$ cat src/rtl/lsu_bus_ctrl.sv
// lsu_bus_ctrl: load/store bus sequencer with byte-lane shifting and timeout.
// Define MISALIGN_SPLIT_EN to split misaligned accesses into two bus beats.
module lsu_bus_ctrl #(
  parameter int unsigned TIMEOUT = 255,
  parameter int unsigned TW      = 8
) (
  input  logic        CLK,
  input  logic        RST_N,
  input  logic        LSE,
  input  logic        MEM_WE,
  input  logic [2:0]  LST,
  input  logic [31:0] ADDR,
  input  logic [31:0] WDATA,
  output logic        STALL,
  output logic [31:0] RDATA,
  output logic        LD_VALID,
  output logic        ERR,
  output logic        BUS_VALID,
  input  logic        BUS_READY,
  output logic        BUS_WE,
  output logic [31:0] BUS_ADDR,
  output logic [3:0]  BUS_WSTRB,
  output logic [31:0] BUS_WDATA,
  input  logic [31:0] BUS_RDATA
);

  localparam logic [2:0] IDLE  = 3'd0;
  localparam logic [2:0] BEAT0 = 3'd1;
  localparam logic [2:0] BEAT1 = 3'd2;
  localparam logic [2:0] DONE  = 3'd3;
  localparam logic [2:0] FAULT = 3'd4;

  logic [2:0]    state_q, state_d;
  logic [TW-1:0] cnt_q, cnt_d;
  logic [31:0]   rdata_q, rdata_d;

  logic [1:0]  off;
  logic        is_w, is_h;
  logic        misal, split;
  logic        in_beat, tmo, valid, acc, last;
  logic [3:0]  strb_base, strb_sel;
  logic [31:0] wd_sel, rsh, mask;
  logic        unused_lst2;

  assign off         = ADDR[1:0];
  assign unused_lst2 = LST[2];

  // 011 and 11x fall through to word
  assign is_w = LST[1];
  assign is_h = !LST[1] && LST[0];

  assign misal = (is_h && off == 2'd3) ||
                 (is_w && off != 2'd0);

  assign strb_base = is_w ? 4'b1111 :
                     is_h ? 4'b0011 : 4'b0001;
  assign mask      = is_w ? 32'hFFFF_FFFF :
                     is_h ? 32'h0000_FFFF :
                            32'h0000_00FF;

  assign in_beat = (state_q == BEAT0) ||
                   (state_q == BEAT1);
  assign tmo     = (TIMEOUT != 0) &&
                   (cnt_q == TW'(TIMEOUT));
  assign valid   = in_beat && !tmo;
  assign acc     = valid && BUS_READY;

`ifdef MISALIGN_SPLIT_EN
  localparam bit SPLIT_EN = 1'b1;

  logic [31:0] beat0_q;
  logic        hi;
  logic [7:0]  strb8;
  logic [63:0] wd64;
  logic [63:0] rd64;

  assign split = misal;
  assign hi    = (state_q == BEAT1);
  assign strb8 = {4'b0000, strb_base} << off;
  assign wd64  = {32'd0, WDATA} << {off, 3'b000};
  assign rd64  = hi ? {BUS_RDATA, beat0_q}
                    : {32'd0, BUS_RDATA};

  assign strb_sel = hi ? strb8[7:4] : strb8[3:0];
  assign wd_sel   = hi ? wd64[63:32] : wd64[31:0];
  assign rsh      = 32'(rd64 >> {off, 3'b000});
  assign BUS_ADDR = valid ?
    {ADDR[31:2], 2'b00} + (hi ? 32'd4 : 32'd0) :
    32'd0;

  always_ff @(posedge CLK or negedge RST_N) begin
    if (!RST_N) begin
      beat0_q <= '0;
    end else if (state_q == BEAT0 && acc && split) begin
      beat0_q <= BUS_RDATA;
    end
  end
`else
  localparam bit SPLIT_EN = 1'b0;

  assign split    = 1'b0;
  assign strb_sel = strb_base << off;
  assign wd_sel   = WDATA << {off, 3'b000};
  assign rsh      = BUS_RDATA >> {off, 3'b000};
  assign BUS_ADDR = valid ? {ADDR[31:2], 2'b00} : 32'd0;
`endif

  assign last = acc && ((state_q == BEAT1) || !split);

  always_comb begin
    state_d = state_q;
    cnt_d   = cnt_q;
    rdata_d = rdata_q;
    unique case (state_q)
      IDLE: begin
        if (LSE) begin
          state_d = (misal && !SPLIT_EN) ? FAULT : BEAT0;
        end
      end
      BEAT0: begin
        if (tmo) begin
          state_d = FAULT;
        end else if (acc) begin
          state_d = split ? BEAT1 : DONE;
        end
      end
      BEAT1: begin
        if (tmo) begin
          state_d = FAULT;
        end else if (acc) begin
          state_d = DONE;
        end
      end
      DONE:    state_d = IDLE;
      FAULT:   state_d = IDLE;
      default: state_d = IDLE;
    endcase
    if (last && !MEM_WE) begin
      rdata_d = rsh & mask;
    end
    // counter restarts on every beat and saturates when the timeout is off
    if (state_d != state_q || acc) begin
      cnt_d = '0;
    end else if (valid && cnt_q != '1) begin
      cnt_d = cnt_q + TW'(1);
    end
  end

  always_ff @(posedge CLK or negedge RST_N) begin
    if (!RST_N) begin
      state_q <= IDLE;
      cnt_q   <= '0;
      rdata_q <= '0;
    end else begin
      state_q <= state_d;
      cnt_q   <= cnt_d;
      rdata_q <= rdata_d;
    end
  end

  assign STALL     = (state_q == IDLE) ? LSE : in_beat;
  assign LD_VALID  = (state_q == DONE) && !MEM_WE;
  assign ERR       = (state_q == FAULT);
  assign RDATA     = rdata_q;
  assign BUS_VALID = valid;
  assign BUS_WE    = valid && MEM_WE;
  assign BUS_WSTRB = (valid && MEM_WE) ? strb_sel : 4'b0000;
  assign BUS_WDATA = (valid && MEM_WE) ? wd_sel : 32'd0;

endmodule

$ cat config.mk
export PLATFORM = sky130hd
export DESIGN_NAME = lsu_bus_ctrl
export DESIGN_NICKNAME = d
export VERILOG_FILES = /design/src/rtl/lsu_bus_ctrl.sv
export SDC_FILE = /design/constraint.sdc
export NUM_CORES = 1
export LEC_CHECK = 0
export ABC_AREA = 1
export BUFFER_PORTS_ARGS = -buffer_cell sky130_fd_sc_hd__buf_2
export CAP_MARGIN = 0
export CORE_UTILIZATION = 40
export DETAILED_ROUTE_END_ITERATION = 10
export HOLD_SLACK_MARGIN = 0.08
export PLACE_DENSITY = 0.81
export SETUP_SLACK_MARGIN = 0.15
export SYNTH_ARGS = -nofsm -noshare
export SYNTH_HDL_FRONTEND = slang
export SYNTH_SLANG_ARGS = --single-unit
export TNS_END_PERCENT = 5
$ cat constraint.sdc
create_clock -name CLK -period 2.3 [get_ports CLK]
set_input_delay 0.23 -clock CLK [delete_from_list [all_inputs] [get_ports CLK]]
set_output_delay 0.23 -clock CLK [all_outputs]
set_load 0.02 [all_outputs]
==> flow_summary.ini <==
[worst_setup_path]
timing.rr.end = RDATA[25]$_DFFE_PN0P_
required_ns = 2.07
cpMaxStageDelayCell = dfrtp_1
timing.rr.start = cnt_q[0]$_DFFE_PN0P_
slowest_delay_ns = 0.39
critical_path_class = flop to primary output
crit_path_start_kind = flop
crit_path_end_kind = primary output
cp_data_arrival_time_ns = 1.89
crit_path_max_fanout = 11
reg2reg_setup_slack_ns = 0.32
reg2reg_depth = 12
worstPathCellList = ha_2 -> inv_1 -> nor2_2 -> nand2_2 -> nand2_4 -> inv_8 -> nand2_8 -> inv_6 -> o21ai_2 -> nor3_2 -> buf_4

[global_routing]
grt_pass1_vias = 3753
antenna_found_initial = 2
gr-usage-all-layers_pct = 24.7
overflow = 0
grt_max_degree = 44
grt_pass1_wl_mm = 17.2

[run]
drv_cap = 0

[synth]
yosys_most_used_dff = dfrtp_1
synth_seq_area_share_pct = 31.0
yosysTopAreaCell = dfrtp_1
synth.top_cell.area_share_pct = 31.0
synth_cells = 540
async_flop_share_pct = 100
synth_cell_types = 38
ys_seq_elements = 43
yosys_warnings = 0
synth_area_leaders = dfrtp_1, nand2_1, nor2_1, o21ai_0, inv_1
synth_edf_count = 0
syn_avg_cell_area_um2 = 6.42
syn_area_um2 = 3470

[sta]
max-slew-margin-rel_pct = 23.4
finClkSkew_ns = 0.0111
hold_ws_ns = 0.0800
final_hold_viol_count = 0
worstMarginPinSlew_ns = 1.14
min_period_ns = 2.12
maxSlewViolCount = 0
timing.fmax_ghz = 0.472
setup-tns-final_ns = 0
finalSetupViolCount = 0
fin_crit_sh_pct = 92.1
grt_setup_unrepaired = true

[detailed_routing]
via_per_inst = 4.91
post_drt_wl_per_cell_um = 13.5
dr.pass1.iters = 5
drcViolationCount = 0
num_vias = 4122
drtIter0Drc = 214
routed_wirelength_mm = 11.3
ant_nets = 0

[status]
status = completed

[place]
io_buffer_count = 205
dp_hpwl_mm = 8.90
gp_congestion = 0.911
placed_area_um2 = 4510
place_inst = 823

[floorplanning]
die_w_um = 95.1
start_util_pct = 41.8
dieArea_um2 = 9040
core.rowCount = 33
chipHeight_um = 95.1
ios = 209
core_area_um2 = 8300

[clock_tree]
clockBufferDepth = 2
postCtsHoldBufs = 0
ctsHtreeMaxLevel = 2
cts-root-buf = clkbuf_8
cts_buffers = 5
clkTransAtPathRegs_ns = 0.09
cts_tree = done
cts_sinks = 43
clk_latency_ns = 0.30

[final_layout]
area_growth_pct = 35.7
fin_nets = 836
fin_area_um2 = 4700
layoutNonFillerInstCount = 839
num-fill-cells = 811
layout_common_cells = buf_2, nand2_1, nor2_1
drive_gt1_share_pct = 36.2
final_common_cell = buf_2

[worst_hold_path]
hold_path.class = primary input to asynchronous set/reset pin

[power_and_ir_drop]
p_per_area_nw_per_um2 = 946
vdd_drop_max_mv = 0.428
finalPower_mw = 4.45
power.leakage_nw = 2.83
==> cell type report <==
cell class,instances,area [µm²],area share (%)
clock inverter,3,23.8,0.505
timing repair buffer,218,1160,24.6
clock buffer,5,68.8,1.46
inverter,69,272,5.77
multi-input combinational,394,1970,41.9
antenna,2,5.00,0.106
tap,105,131,2.79
sequential,43,1080,22.9
==> synth_stat cells, types with 2 or more instances <==
cell type / n
nor2_2: 2
clkbuf_1: 14
buf_2: 10
nand2_2: 3
nand3_1: 24
buf_4: 5
a21oi_1: 17
xor2_1: 4
a211oi_1: 8
o22ai_1: 8
nor2_1: 91
nor3_1: 10
dfrtp_1: 43
buf_6: 3
nor2_8: 2
inv_1: 65
nand2_1: 135
nand4_1: 2
a21oi_2: 9
nor3_2: 8
o21ai_0: 49
buf_1: 3
nand3b_1: 8
nand2_4: 3
==> registers in the layout, summed over array words and instances (netlist names) <==
register  count
RDATA        32
cnt_q         8
state_q       3
==> critical path: cells and delay by family (launching register included) <==
kind	cells	cell delay, ns
simple gates	5	0.46
buf+inv	4	0.41
flops	1	0.39
fa+ha+maj	1	0.19
compound gates	1	0.12
==> worst max-delay path by stage <==
stage	endpoint	depth (start not counted)	slack [ns]	start
finish	BUS_WDATA[21]	11	0.18	cnt_q[0]$_DFFE_PN0P_
global route	BUS_WDATA[5]	11	0.07	cnt_q[0]$_DFFE_PN0P_
CTS	BUS_WDATA[17]	11	0.15	cnt_q[0]$_DFFE_PN0P_
detailed placement	BUS_WDATA[3]	11	0.31	cnt_q[0]$_DFFE_PN0P_
global placement	BUS_WDATA[4]	11	0.37	cnt_q[0]$_DFFE_PN0P_
floorplan	BUS_WDATA[24]	9	0.33	cnt_q[0]$_DFFE_PN0P_
==> logic make-up (layout without fill, tap and decap cells) <==
logic type | count (synthesis) | count (layout) | synth area share [%]
AND/OR/NAND/NOR | 292 | 292 | 38.5
buffers and inverters | 105 | 295 | 13.2
AO/OA/AOI/OAI | 94 | 95 | 15.8
flip-flops | 43 | 43 | 31.0
XOR/XNOR | 4 | 4 | 1.01
adder cells (fa/ha/maj) | 1 | 1 | 0.361
other | 1 | 4 | 0.108
==> per-stage QoR <==
| step | utilization (%) | worst slack [ns] |
|---|---|---|
| after CTS | 56.4 | 0.152 |
| after detailed placement | 54.3 | 0.312 |
| final | 56.7 | 0.182 |
| after global routing | 56.7 | 0.0740 |
| after global placement | 54.3 | 0.369 |
| after floorplan | - | 0.330 |
==> metal layers <==
metal / wire [µm] / vias to the layer above / global-route usage (%)
li1: - / 2081 / -
met5: 0 / - / 0
met3: 1050 / 20 / 4.63
met4: 268 / 0 / 10.2
met2: 5830 / 212 / 45.8
met1: 4170 / 1809 / 27.4
==> where the power goes <==
part / leakage, nW / switching (mW) / internal (mW)
clock network: 0.0408 / 0.283 / 0.217
logic: 2.23 / 1.90 / 0.919
registers: 0.557 / 0.134 / 0.997
total: 2.83 / 2.32 / 2.13
==> what timing repair did <==
| action | CTS | global route |
|---|---|---|
| setup buffers | 5 | 0 |
| pin swaps | 2 | 1 |
| resized for setup | 9 | 6 |
| setup endpoints to repair | 28 | 58 |
| cloned | 1 | 0 |
Note: power is estimated with default switching activity, not from simulation.
